===== src/rtl/clock_disp_pkg.sv =====
// Shared constants for the multiplexed HH-MM-SS scanner: segment patterns, slot map, blink bits.
// Pure definitions with no logic, so there is no latency and no backpressure.
package clock_disp_pkg;

  // Active-low segment patterns, bit order {g,f,e,d,c,b,a}
  localparam logic [6:0] SEG_0     = 7'h40;
  localparam logic [6:0] SEG_1     = 7'h79;
  localparam logic [6:0] SEG_2     = 7'h24;
  localparam logic [6:0] SEG_3     = 7'h30;
  localparam logic [6:0] SEG_4     = 7'h19;
  localparam logic [6:0] SEG_5     = 7'h12;
  localparam logic [6:0] SEG_6     = 7'h02;
  localparam logic [6:0] SEG_7     = 7'h78;
  localparam logic [6:0] SEG_8     = 7'h00;
  localparam logic [6:0] SEG_9     = 7'h10;
  localparam logic [6:0] SEG_E     = 7'h06;
  localparam logic [6:0] SEG_DASH  = 7'h3F;
  localparam logic [6:0] SEG_BLANK = 7'h7F;

  localparam logic [7:0] AN_OFF = 8'hFF;

  // Slot 0 is the rightmost digit
  localparam logic [2:0] SLOT_SEC_O  = 3'd0;
  localparam logic [2:0] SLOT_SEC_T  = 3'd1;
  localparam logic [2:0] SLOT_DASH_L = 3'd2;
  localparam logic [2:0] SLOT_MIN_O  = 3'd3;
  localparam logic [2:0] SLOT_MIN_T  = 3'd4;
  localparam logic [2:0] SLOT_DASH_H = 3'd5;
  localparam logic [2:0] SLOT_HOUR_O = 3'd6;
  localparam logic [2:0] SLOT_HOUR_T = 3'd7;

  localparam int BLINK_SEC  = 0;
  localparam int BLINK_MIN  = 1;
  localparam int BLINK_HOUR = 2;

  typedef struct packed {
    logic [7:0] hour;
    logic [7:0] min;
    logic [7:0] sec;
  } time_t;

endpackage


===== src/rtl/seg7_decode.sv =====
// BCD nibble to active-low 7-segment pattern; non-decimal nibbles show 'E'.
// Combinational, zero latency, no backpressure.
module seg7_decode
  import clock_disp_pkg::*;
(
  input  logic [3:0] nibble,
  output logic [6:0] seg
);

  always_comb begin
    seg = SEG_E;
    case (nibble)
      4'd0:    seg = SEG_0;
      4'd1:    seg = SEG_1;
      4'd2:    seg = SEG_2;
      4'd3:    seg = SEG_3;
      4'd4:    seg = SEG_4;
      4'd5:    seg = SEG_5;
      4'd6:    seg = SEG_6;
      4'd7:    seg = SEG_7;
      4'd8:    seg = SEG_8;
      4'd9:    seg = SEG_9;
      default: seg = SEG_E;
    endcase
  end

endmodule


===== src/rtl/clock_display_scan.sv =====
// Eight-digit HH-MM-SS display scanner with per-frame snapshot, leading-zero and field blink.
// an/seg are registered one cycle after the slot index; free-running, no backpressure.
module clock_display_scan
  import clock_disp_pkg::*;
#(
  parameter int SCAN_DIV     = 100000,
  parameter int BLINK_FRAMES = 250
) (
  input  logic       clk,
  input  logic       cr,
  input  logic       en,
  input  logic [7:0] hour,
  input  logic [7:0] min,
  input  logic [7:0] sec,
  input  logic [2:0] blink_mask,
  output logic [7:0] an,
  output logic [6:0] seg
);

  localparam int PW = (SCAN_DIV > 1) ? $clog2(SCAN_DIV) : 1;
  localparam int FW = (BLINK_FRAMES > 1) ? $clog2(BLINK_FRAMES) : 1;

  logic [PW-1:0] presc;
  logic [2:0]    idx;
  logic [FW-1:0] frame_cnt;
  logic          blink_phase;
  time_t         snap;

  logic          tick;
  logic          frame_wrap;
  logic [3:0]    nibble;
  logic          is_dash;
  logic          field_blink;
  logic          blank;
  logic [6:0]    dec_seg;
  logic [7:0]    an_nxt;
  logic [6:0]    seg_nxt;

  assign tick       = (presc == PW'(SCAN_DIV - 1));
  assign frame_wrap = tick && (idx == SLOT_HOUR_T);

  always_comb begin
    nibble      = 4'd0;
    is_dash     = 1'b0;
    field_blink = 1'b0;
    case (idx)
      SLOT_SEC_O:  begin nibble = snap.sec[3:0];  field_blink = blink_mask[BLINK_SEC];  end
      SLOT_SEC_T:  begin nibble = snap.sec[7:4];  field_blink = blink_mask[BLINK_SEC];  end
      SLOT_MIN_O:  begin nibble = snap.min[3:0];  field_blink = blink_mask[BLINK_MIN];  end
      SLOT_MIN_T:  begin nibble = snap.min[7:4];  field_blink = blink_mask[BLINK_MIN];  end
      SLOT_HOUR_O: begin nibble = snap.hour[3:0]; field_blink = blink_mask[BLINK_HOUR]; end
      SLOT_HOUR_T: begin nibble = snap.hour[7:4]; field_blink = blink_mask[BLINK_HOUR]; end
      default:     is_dash = 1'b1;
    endcase
  end

  seg7_decode u_dec (
    .nibble (nibble),
    .seg    (dec_seg)
  );

  // Every blank cause yields the same pattern, so precedence collapses to one OR
  always_comb begin
    blank   = !en
           || (blink_phase && field_blink)
           || ((idx == SLOT_HOUR_T) && (snap.hour[7:4] == 4'd0));
    an_nxt  = AN_OFF;
    seg_nxt = SEG_BLANK;
    if (!blank) begin
      an_nxt  = ~(8'd1 << idx);
      seg_nxt = is_dash ? SEG_DASH : dec_seg;
    end
  end

  always_ff @(posedge clk) begin
    if (cr) begin
      presc       <= '0;
      idx         <= SLOT_SEC_O;
      snap        <= '0;
      frame_cnt   <= '0;
      blink_phase <= 1'b0;
      an          <= AN_OFF;
      seg         <= SEG_BLANK;
    end else begin
      an  <= an_nxt;
      seg <= seg_nxt;
      if (tick) begin
        presc <= '0;
        idx   <= idx + 3'd1;
      end else begin
        presc <= presc + PW'(1);
      end
      // Snapshot only at frame boundaries so a frame never mixes two times
      if (frame_wrap) begin
        snap <= '{hour: hour, min: min, sec: sec};
        if (frame_cnt == FW'(BLINK_FRAMES - 1)) begin
          frame_cnt   <= '0;
          blink_phase <= ~blink_phase;
        end else begin
          frame_cnt <= frame_cnt + FW'(1);
        end
      end
    end
  end

endmodule


===== config.mk =====
export PLATFORM = sky130hd
export DESIGN_NAME = clock_display_scan
export DESIGN_NICKNAME = d
export VERILOG_FILES = /design/src/rtl/clock_disp_pkg.sv /design/src/rtl/seg7_decode.sv /design/src/rtl/clock_display_scan.sv
export SDC_FILE = /design/constraint.sdc
export NUM_CORES = 1
export LEC_CHECK = 0
export ABC_CLOCK_PERIOD_IN_PS = 2300
export BUFFER_PORTS_ARGS = -buffer_cell sky130_fd_sc_hd__buf_2
export CAP_MARGIN = 20
export CORE_MARGIN = 5
export CORE_UTILIZATION = 50
export DETAILED_ROUTE_END_ITERATION = 8
export GPL_ROUTABILITY_DRIVEN = 1
export GPL_TIMING_DRIVEN = 0
export PLACE_DENSITY = 0.71
export RECOVER_POWER = 50
export SLEW_MARGIN = 20
export SYNTH_ARGS = -nofsm -noshare
export SYNTH_HDL_FRONTEND = slang
export SYNTH_SLANG_ARGS = --single-unit
export TNS_END_PERCENT = 50

===== constraint.sdc =====
create_clock -name clk -period 2.3 [get_ports clk]
set_input_delay 0.345 -clock clk [delete_from_list [all_inputs] [get_ports clk]]
set_output_delay 0.345 -clock clk [all_outputs]
set_load 0.05 [all_outputs]

==> results.sh, run 1 <==
export IMPL_hold_path_class="input pin to flip-flop"
export IMPL_grt_overflow=0
export IMPL_start_kind="flip-flop"
export IMPL_hp_start="sec[4]"
export IMPL_placedCellCount=509
export IMPL_ys_warn_count=0
export IMPL_grt_use_total_pct=20.60
export IMPL_utilization_pct=59.00
export IMPL_die_area_um2=8629
export IMPL_instances_no_fill=526
export IMPL_seq_power_share_pct=52.0
export IMPL_finalPower_w=0.002295
export IMPL_synth_ff_type="dfxtp_1"
export IMPL_area_delta_synth_final_pct=16.02
export IMPL_p_int_w=0.001778
export IMPL_cts_tree="built"
export IMPL_worst_path_max_delay_cell="or4b_1"
export IMPL_syn_area_um2=3436
export IMPL_fmax_mhz=447.3
export IMPL_core_um2=6756
export IMPL_grt_pass1_vias=2928
export IMPL_remaining_drc_errors=0
export IMPL_antenna_found_initial=0
export IMPL_r2r_slack_ps=60
export IMPL_skew_ps=10.88
export IMPL_tightest_slew_ps=597.9
export IMPL_clkPwrFrac_pct=43.8
export IMPL_synth_edff_count=0
export IMPL_grt_max_degree=12
export IMPL_hold_violations=0
export IMPL_finalMaxSlewViolations=0
export IMPL_start_util_pct=50.85
export IMPL_dpl_instance_area_um2=3756
export IMPL_worstSetupEndpointType="flip-flop"
export IMPL_r2r_start="idx[0]$_SDFFE_PP0N_"
export IMPL_worstPathArrival_ps=2500
export IMPL_vias=3115
export IMPL_holdPathEnd="snap[4]$_SDFFE_PP0P_"
export IMPL_crit_required_ps=2560
export IMPL_irDropWorstVdd_uv=320.7
export IMPL_synth_seq_area_share_pct=39.62
export IMPL_num_rows=30
export IMPL_power_density_nw_per_um2=575.8
export IMPL_setup_viol=0
export IMPL_cts_made_buffers=9
export IMPL_path_cells="ha_2 > ha_1 > clkbuf_4 > and4_1 > and4_2 > or4b_1 > a211oi_2"
export IMPL_synth_seq_cells=68
export IMPL_maxCapViolCount=0
export IMPL_slew_headroom_pct=60.31
export IMPL_synth_avg_cell_area_um2=8.924
export IMPL_routedWlPerCell_um=16.15
export IMPL_root_buffer="clkbuf_8"
export IMPL_die_w_um=92.90
export IMPL_crit_path_max_fanout=9
export IMPL_finalCriticalPeriod_ps=2236
export IMPL_p_comb_share_pct=4.2
export IMPL_status="finished, final reports clean"
export IMPL_synth_distinct_cells=59
export IMPL_clk_insertion_delay_late_ps=350
export IMPL_postRouteAntennaNets=0
export IMPL_synth_fp_nets=429
export IMPL_final_area_um2=3986
export IMPL_clockBufferDepth=2
export IMPL_n_antenna_cell=0
export IMPL_gp_congestion=0.8646
export IMPL_fill_cells=627
export IMPL_finalWirelength_um=8495
export IMPL_p_switching_w=0.0005173
export IMPL_rsz0062_at_grt="true"
export IMPL_netSwitchingFraction_pct=22.54
export IMPL_num_io_pins=45
export IMPL_avgViaCountPerCell=5.922
export IMPL_r2r_cells=7
export IMPL_totalNegativeSetupSlack_ps=0
export IMPL_hold_depth=3
export IMPL_slowest_delay_ps=460
export IMPL_holdBufCountCts=0
export IMPL_min_period_over_period_pct=97.20
export IMPL_drive_above_1_share_pct=17.71
export IMPL_drt_iter0_markers=256
export IMPL_drt_first_pass_iters=5
export IMPL_port_buffers=44
export IMPL_h_tree_depth=3
export IMPL_cts_sinks=68
export IMPL_grt_pass1_wl_um=14190
export IMPL_fp_dieH_um=92.90
export IMPL_dpl_hpwl_um=6236
export IMPL_worst_setup_path_type="flip-flop to flip-flop"
export IMPL_timing_rr_end="frame_cnt[5]$_SDFFE_PP0P_"
export IMPL_power_leakage_nw=1.422
export IMPL_path_clk_slew_ps=80
export IMPL_nNetsFinal=485
export IMPL_netlist_instances=385
export IMPL_ys_async_sr_fraction_pct=0
[registers in the layout, indices dropped and copies added (netlist names)]
register	flops
snap	24
presc	17
an	8
frame_cnt	8
seg	7
idx	3
blink_phase	1
[power by group through the flow]
stage	logic, W	registers [W]	clock network, W
floorplan	0.0000323	0.00124	0
global placement	0.0000978	0.00122	0
detailed placement	0.0000984	0.00122	0
CTS	0.0000987	0.00119	0.00103
global route	0.000105	0.00119	0.00109
finish	0.0000955	0.00119	0.00101
[what timing repair did]
| action | CTS | global route |
|---|---|---|
| pin swaps | 0 | 3 |
| buffers inserted | 0 | 2 |
| setup endpoints to repair | 17 | 27 |
| gates resized for setup | 8 | 16 |
[routing by layer]
metal | part of all wire, % | global-route usage [%] | up-vias
li1 | - | - | 1576
met5 | 0 | 0 | -
met2 | 46 | 32.09 | 89
met3 | 5.8 | 4.468 | 11
met4 | 1.5 | 7.204 | 0
met1 | 47 | 28.08 | 1439
[cells by family after synthesis]
family          count (synthesis)  share of synthesized area (%)
simple gates                  129                          22.69
xor+xnor                       12                          3.059
mux                             6                          1.857
compound gates                106                          21.63
flops                          68                          39.62
fa+ha+maj                      14                          5.098
buf+inv                        50                          6.045
[metrics by stage]
stage	setup WS (ps)	hold slack, ps
floorplan	183.3	421.8
CTS	20.96	241.6
global placement	-194.5	434.3
detailed placement	-262.0	445.8
global route	-75.91	248.1
finish	64.39	250.3
[cell usage after synthesis (2+ instances only)]
cell type	count	share of area [%]
ha_1	14	5.1
and2_1	2	0.36
nand3_1	17	2.5
o41ai_1	3	0.76
nand4_1	35	6.4
xnor2_1	3	0.76
buf_4	2	0.44
buf_2	10	1.5
nor4_1	2	0.36
o31ai_1	26	5.7
and3b_1	2	0.51
clkbuf_1	22	2.4
a22oi_1	6	1.3
o211ai_1	2	0.44
inv_1	15	1.6
o2111a_1	2	0.66
o21ai_1	3	0.44
xor2_1	9	2.3
nor2b_1	2	0.36
a22o_1	2	0.51
dfxtp_1	68	40
and4_1	7	1.8
a211oi_1	3	0.66
o2111ai_1	2	0.51
mux2_1	2	0.66
nand3b_1	7	1.5
or3_1	4	0.73
nand2_1	15	1.6
o221ai_1	3	0.76
a21oi_1	35	5.1
nand2b_1	2	0.36
a21o_1	2	0.44
o21ai_0	5	0.73
and3_1	6	1.1
mux2i_1	3	0.87
nor2_1	19	2.1
[how the worst max path moves through the flow]
stage | slack, ps | start | to
detailed placement | -260 | idx[2]$_SDFFE_PP0N_ | seg[4]$_SDFF_PP1_
finish | 60 | idx[0]$_SDFFE_PP0N_ | frame_cnt[5]$_SDFFE_PP0P_
global route | -80 | idx[0]$_SDFFE_PP0N_ | snap[13]$_SDFFE_PP0P_
global placement | -190 | idx[2]$_SDFFE_PP0N_ | seg[4]$_SDFF_PP1_
floorplan | 180 | idx[2]$_SDFFE_PP0N_ | seg[4]$_SDFF_PP1_
CTS | 20 | idx[0]$_SDFFE_PP0N_ | frame_cnt[5]$_SDFFE_PP0P_
[final cells by class]
cell class              count  area [um^2]  area share [%]
clock inverters             4        47.55           1.193
inverters                  16        60.06           1.507
repair buffers             46        215.2           5.399
plain buffers              33        151.4           3.798
well taps                  80        100.1           2.511
flip-flops and latches     68         1365           34.24
multi-input cells         267         1892           47.46
clock buffers              12        155.1           3.892
[cells in the final DEF, fill, tap and decap left out, types with 4 or more instances in the layout]
cell type | synthesis | final
clkbuf_8 | 0 | 11
o21ai_0 | 5 | 4
inv_1 | 15 | 15
o31ai_1 | 26 | 26
nand4_1 | 35 | 35
nand3_1 | 17 | 17
or3_1 | 4 | 4
clkbuf_1 | 22 | 36
dfxtp_1 | 68 | 65
buf_2 | 10 | 35
nand2_1 | 15 | 14
nand3b_1 | 7 | 7
buf_4 | 2 | 5
a22oi_1 | 6 | 6
nor2_1 | 19 | 19
and3_1 | 6 | 6
ha_1 | 14 | 11
a21oi_1 | 35 | 35
xor2_1 | 9 | 9
o21ai_1 | 3 | 4
and4_1 | 7 | 6
[critical path: cells and delay by family (launching register included)]
kind            cells  cell delay (ps)
compound gates      1              220
fa+ha+maj           2              390
buf+inv             1              190
flops               1              390
simple gates        3              950
No activity file was read; power rests on OpenSTA's default activity.
==> run 2: changes to the inputs <==
--- a/config.mk
+++ b/config.mk
@@ -7,7 +7,7 @@
 export LEC_CHECK = 0
 export ABC_CLOCK_PERIOD_IN_PS = 2300
 export BUFFER_PORTS_ARGS = -buffer_cell sky130_fd_sc_hd__buf_2
-export CAP_MARGIN = 20
+export CAP_MARGIN = 10
 export CORE_MARGIN = 5
 export CORE_UTILIZATION = 50
 export DETAILED_ROUTE_END_ITERATION = 8
@@ -18,5 +18,6 @@
 export SLEW_MARGIN = 20
 export SYNTH_ARGS = -nofsm -noshare
 export SYNTH_HDL_FRONTEND = slang
+export SYNTH_HIERARCHICAL = 1
 export SYNTH_SLANG_ARGS = --single-unit
 export TNS_END_PERCENT = 50
==> run 2 against run 1 <==
  * Flip-flop and latch count stayed put
  * Die area is 4.2% lower
  * Sequential power hardly changed
  * Critical path type unchanged
  * Largest cell class unchanged
  * Largest power group is now clock
  * Highest routed layer unchanged
==> results.sh, run 2 <==
export IMPL_hold_path_class="input pin to flip-flop"
export IMPL_ys_warn_count=6
export IMPL_synth_fp_nets=426
export IMPL_tightest_slew_ps=608.2
export IMPL_h_tree_depth=3
export IMPL_antenna_found_initial=0
export IMPL_cts_sinks=68
export IMPL_port_buffers=43
export IMPL_status="finished, final reports clean"
export IMPL_start_kind="flip-flop"
export IMPL_grt_max_degree=13
export IMPL_synth_seq_area_share_pct=41.56
export IMPL_netlist_instances=382
export IMPL_dpl_hpwl_um=5768
export IMPL_register_area_um2=1370
export IMPL_fill_cells=550
export IMPL_crit_path_max_fanout=7
export IMPL_avgViaCountPerCell=5.858
export IMPL_hold_violations=0
export IMPL_gp_congestion=0.8196
export IMPL_synth_distinct_cells=54
export IMPL_slowest_delay_ps=520
export IMPL_path_cells="ha_4 > ha_4 > a222oi_1 > a31oi_4 > inv_2 > ha_1 > nor2_1 > nor2_1 > nor2_1 > nand2_1"
export IMPL_final_common_cell="dfxtp_1"
export IMPL_multi_input_area_um2=1810
export IMPL_cts_made_buffers=9
export IMPL_reg_largest_list="snap (24), presc (17)"
export IMPL_grt_pass1_wl_um=13720
export IMPL_root_buffer="clkbuf_8"
export IMPL_finalCriticalPeriod_ps=2272
export IMPL_start_util_pct=51.59
export IMPL_clk_insertion_delay_late_ps=350
export IMPL_synth_avg_cell_area_um2=8.575
export IMPL_fp_dieH_um=90.94
export IMPL_synth_ff_type="dfxtp_1"
export IMPL_path_clk_slew_ps=80
export IMPL_utilization_pct=62.88
export IMPL_finalWirelength_um=8385
export IMPL_drive_above_1_share_pct=20.00
export IMPL_n_antenna_cell=0
export IMPL_routedWlPerCell_um=16.06
export IMPL_remaining_drc_errors=0
export IMPL_drt_first_pass_iters=6
export IMPL_synth_edff_count=0
export IMPL_crit_family="compound AO/OA/AOI/OAI gates"
export IMPL_whs_ps=238.8
export IMPL_regMostFlops="snap"
export IMPL_power_leakage_nw=1.479
export IMPL_crit_required_ps=2540
export IMPL_synthTopCellsByCount="68 x dfxtp_1, 38 x a21oi_1, 34 x nand3_1"
export IMPL_yosys_area_top_type_share_pct=41.56
export IMPL_final_cell_mix="65 x dfxtp_1, 38 x a21oi_1, 36 x buf_2"
export IMPL_vias=3058
export IMPL_setup_viol=0
export IMPL_grt_use_total_pct=20.15
export IMPL_rsz0062_at_grt="true"
export IMPL_maxCapViolCount=0
export IMPL_power_density_nw_per_um2=655.3
export IMPL_skew_ps=7.963
export IMPL_finalMaxSlewViolations=0
export IMPL_slew_headroom_pct=59.63
export IMPL_fmax_mhz=440.1
export IMPL_irDropWorstVdd_uv=442.3
export IMPL_worst_setup_path_type="flip-flop to flip-flop"
export IMPL_ys_top_cells_by_area="dfxtp_1 42%, a21oi_1 5.8%, ha_1 5.3%, nand3_1 5.2%, o21ai_0 4.9%"
export IMPL_die_area_um2=8270
export IMPL_num_rows=29
export IMPL_grt_overflow=0
export IMPL_synth_seq_cells=68
export IMPL_synth_most_common_cell="dfxtp_1"
export IMPL_die_w_um=90.94
export IMPL_grt_pass1_vias=2850
export IMPL_area_delta_synth_final_pct=21.89
export IMPL_nNetsFinal=484
export IMPL_path_buf_inv=1
export IMPL_worst_path_max_delay_cell="a222oi_1"
export IMPL_largest_reg_flops=24
export IMPL_ys_async_sr_fraction_pct=0
export IMPL_clockBufferDepth=2
export IMPL_postRouteAntennaNets=0
export IMPL_worstPathArrival_ps=2510
export IMPL_cts_tree="built"
export IMPL_synth_top_area_cell="dfxtp_1"
export IMPL_finalPower_w=0.002616
export IMPL_worstSetupEndpointType="flip-flop"
export IMPL_core_um2=6350
export IMPL_syn_area_um2=3276
export IMPL_num_io_pins=45
export IMPL_cpMostUsedCell="nor2_1"
export IMPL_drt_iter0_markers=270
export IMPL_min_period_over_period_pct=98.80
[run 2: repair_timing]
| action | in CTS | in global routing |
|---|---|---|
| hold buffers | 0 | 0 |
| buffers inserted | 2 | 5 |
| resized for setup | 15 | 20 |
| endpoints found under the setup margin | 11 | 11 |
| pin swaps | 4 | 6 |
[run 2: tightest hold or removal path, delay by kind of cell]
family | cells | cell delay, ps
compound gates | 1 | 60
buf+inv | 1 | 100
simple gates | 1 | 50
[run 2: layout make-up]
| type | count | share of cell area, % |
|---|---|---|
| buffer | 27 | 3.667 |
| tap | 77 | 2.413 |
| sequential | 68 | 34.32 |
| timing repair buffer | 50 | 6.174 |
| clock buffer | 10 | 3.447 |
| clock inverter | 6 | 3.385 |
| multi-input combinational | 272 | 45.35 |
| inverter | 12 | 1.254 |
[run 2: worst paths after layout]
kind	from	endpoint	slack [ps]	cells after the start
setup / recovery	idx[0]$_SDFFE_PP0N_	seg[1]$_SDFF_PP1_	30	10
hold / removal	min[5]	snap[13]$_SDFFE_PP0P_	240	3
setup reg to reg	idx[0]$_SDFFE_PP0N_	seg[1]$_SDFF_PP1_	30	10
hold reg to reg	presc[0]$_SDFF_PP0_	presc[0]$_SDFF_PP0_	470	1
[run 2: metrics by stage]
stage	cells	area (um^2)	worst slack, ps	TNS (ps)
after floorplan	382	3276	19.93	0
after global placement	502	3587	-407.5	-2276
after detailed placement	502	3587	-426.5	-2419
after CTS	517	3914	1.386	0
after global routing	522	3993	-37.93	-51.75
final	522	3993	27.66	0
[run 2: cell families (layout without fill, tap and decap cells)]
kind of cell | Yosys count | after routing | synth area share [%]
AND/OR/NAND/NOR | 137 | 137 | 22.88
flip-flops | 68 | 68 | 41.56
buffers and inverters | 42 | 105 | 6.035
multiplexers | 3 | 3 | 0.9549
AO/OA/AOI/OAI | 106 | 106 | 20.02
adder cells (fa/ha/maj) | 14 | 14 | 5.348
XOR/XNOR | 12 | 12 | 3.209
[run 2: power breakdown]
| group | internal [W] | leakage, nW | switching, W |
|---|---|---|---|
| clock network | 0.000859 | 0.129 | 0.000472 |
| registers | 0.00119 | 0.553 | 0.00000552 |
| logic | 0.0000309 | 0.798 | 0.0000637 |
| total | 0.00208 | 1.48 | 0.000541 |
[run 2: per-layer routing]
| metal | part of all wire (%) | vias up | global-route usage, % |
|---|---|---|---|
| li1 | - | 1490 | - |
| met1 | 46 | 1454 | 28.06 |
| met2 | 47 | 101 | 30.71 |
| met3 | 5.8 | 13 | 3.223 |
| met4 | 1.8 | 0 | 9.046 |
| met5 | 0 | - | 0 |
==> run 3: changes to the inputs <==
--- a/config.mk
+++ b/config.mk
@@ -13,7 +13,7 @@
 export DETAILED_ROUTE_END_ITERATION = 8
 export GPL_ROUTABILITY_DRIVEN = 1
 export GPL_TIMING_DRIVEN = 0
-export PLACE_DENSITY = 0.71
+export PLACE_DENSITY = 0.7
 export RECOVER_POWER = 50
 export SLEW_MARGIN = 20
 export SYNTH_ARGS = -nofsm -noshare
==> run 3 against run 2 <==
  * Sequential power is essentially flat
  * Worst setup slack gained 8.8 ps
  * Combinational power is essentially flat
  * Hold slack gained 6.6 ps
  * Flip-flop and latch count is the same
  * Utilization shrank 0.33 points
  * Final area shrank 0.53%
  * Register-to-register slack is essentially flat
  * Maximum frequency grew 0.39%
  * Via count shrank 1.5%
  * Critical path depth grew 2
  * Sequential share of layout area grew 0.18 points
  * Critical path type unchanged
  * Largest cell class unchanged
  * Largest power group is now sequential cells
==> results.sh, run 3 (synthesis results as in run 2) <==
export IMPL_regMostFlops="snap"
export IMPL_worstPathArrival_ps=2510
export IMPL_h_tree_depth=3
export IMPL_worst_path_max_delay_cell="dfxtp_4"
export IMPL_nNetsFinal=488
export IMPL_r2r_start="idx[0]$_SDFFE_PP0N_"
export IMPL_wl_met3_um=443
export IMPL_n_antenna_cell=0
export IMPL_power_density_nw_per_um2=550.1
export IMPL_avgViaCountPerCell=5.728
export IMPL_path_buf_inv=4
export IMPL_hold_violations=0
export IMPL_clk_insertion_delay_late_ps=350
export IMPL_path_cells="inv_2 > ha_4 > clkbuf_2 > a22o_1 > nand2_1 > a31oi_4 > inv_2 > buf_4 > ha_2 > a22o_1 > nor2_1 > nand2_1"
export IMPL_min_period_over_period_pct=98.41
export IMPL_start_kind="flip-flop"
export IMPL_largest_reg_flops=24
export IMPL_fmax_mhz=441.8
export IMPL_hold_path_class="input pin to flip-flop"
export IMPL_die_area_um2=8270
export IMPL_path_clk_slew_ps=80
export IMPL_routedWlPerCell_um=15.84
export IMPL_totalNegativeSetupSlack_ps=0
export IMPL_num_io_pins=45
export IMPL_remaining_drc_errors=0
export IMPL_top_layer="met4"
export IMPL_wl_met2_um=3800
export IMPL_grt_pass1_vias=2839
export IMPL_reg_largest_list="snap (24), presc (17)"
export IMPL_finalPower_w=0.002185
export IMPL_grt_pass1_wl_um=13340
export IMPL_slew_headroom_pct=59.51
export IMPL_area_delta_synth_final_pct=21.24
export IMPL_worstSetupEndpointType="flip-flop"
export IMPL_die_w_um=90.94
export IMPL_root_buffer="clkbuf_8"
export IMPL_grt_max_degree=13
export IMPL_power_leakage_nw=1.453
export IMPL_fp_dieH_um=90.94
export IMPL_cts_tree="built"
export IMPL_hp_start="hour[2]"
export IMPL_status="finished, final reports clean"
export IMPL_dpl_instance_area_um2=3587
export IMPL_cts_sinks=68
export IMPL_final_area_um2=3971
export IMPL_startpoint="idx[0]$_SDFFE_PP0N_"
export IMPL_drive_above_1_share_pct=22.94
export IMPL_finalCriticalPeriod_ps=2264
export IMPL_met1_length_um=3977
export IMPL_dpl_hpwl_um=5631
export IMPL_crit_path_max_fanout=6
export IMPL_gp_congestion=0.8094
export IMPL_start_util_pct=51.59
export IMPL_tightest_slew_ps=609.9
export IMPL_antenna_found_initial=0
export IMPL_clockBufferDepth=2
export IMPL_drt_iter0_markers=163
export IMPL_multi_input_area_um2=1854
export IMPL_final_cell_mix="65 x dfxtp_1, 36 x a21oi_1, 36 x buf_2"
export IMPL_worst_setup_path_type="flip-flop to flip-flop"
export IMPL_crit_required_ps=2550
export IMPL_fill_cells=564
export IMPL_port_buffers=43
export IMPL_core_um2=6350
export IMPL_setup_viol=0
export IMPL_rsz0062_at_grt="true"
export IMPL_grt_use_total_pct=19.31
export IMPL_finalMaxSlewViolations=0
export IMPL_maxCapViolCount=0
export IMPL_vias=3013
export IMPL_slowest_delay_ps=380
export IMPL_crit_family="compound AO/OA/AOI/OAI gates"
export IMPL_register_area_um2=1370
export IMPL_postRouteAntennaNets=0
export IMPL_irDropWorstVdd_uv=343.2
export IMPL_cts_made_buffers=9
export IMPL_skew_ps=12.17
export IMPL_final_common_cell="dfxtp_1"
export IMPL_finalWirelength_um=8332
export IMPL_grt_overflow=0
export IMPL_drt_first_pass_iters=5
export IMPL_num_rows=29
-- run 3: changes by cell type in the layout (fill, tap and decap cells not counted), moves of 2 or more --
cell,before,now
a21oi_2,0,2
inv_2,2,4
buf_6,3,5
clkinv_2,0,3
buf_4,9,11
ha_2,1,4
a21oi_1,38,36
ha_1,8,4
bufinv_16,4,0
inv_4,2,0
-- run 3: path summary, 6_finish.rpt --
kind / slack [ps] / cells past startpoint / to
worst max-delay path: 40 / 12 / seg[2]$_SDFF_PP1_
worst min-delay path: 250 / 3 / snap[18]$_SDFFE_PP0P_
worst max register to register: 40 / 12 / seg[2]$_SDFF_PP1_
worst min register to register: 470 / 1 / presc[0]$_SDFF_PP0_
-- run 3: worst min-delay path, delay by kind of cell --
| kind | cells | cell delay (ps) |
|---|---|---|
| buf+inv | 1 | 90 |
| compound gates | 1 | 60 |
| simple gates | 1 | 50 |
-- run 3: layout make-up --
cell class,instances,area share (%)
Tap cell,77,2.426
Multi-Input combinational cell,272,46.69
Inverter,12,1.134
Clock buffer,10,3.466
Clock inverter,6,0.9767
Buffer,27,3.655
Timing Repair Buffer,54,7.152
Sequential cell,68,34.50
-- run 3: timing repair --
action,in CTS,in global routing
endpoints found under the setup margin,11,11
gates resized for setup,11,32
hold buffers,0,0
endpoints found under the hold margin,0,0
setup buffers,3,9
pin swaps,3,20
-- run 3: power breakdown --
group | internal (W) | switching (W)
sequential | 0.00119 | 0.00000560
combinational | 0.0000311 | 0.0000638
clock | 0.000419 | 0.000480
total | 0.00163 | 0.000550
-- run 3: per-stage QoR --
stage | hold slack (ps) | utilization (%) | cells | setup WS, ps
6_report | 245.4 | 62.54 | 526 | 36.47
5_1_grt | 255.4 | 62.54 | 526 | -51.32
4_1_cts | 239.1 | 59.96 | 518 | 12.84
3_5_place_dp | 460.1 | 56.49 | 502 | -416.9
3_3_place_gp | 445.2 | 56.49 | 502 | -381.5
2_1_floorplan | 426.1 | - | 382 | 19.93
-- run 3: routing by layer --
layer	global-route usage [%]	vias to the layer above
li1	-	1500
met1	27.03	1419
met2	29.33	84
met3	3.636	10
met4	7.702	0
met5	0	-
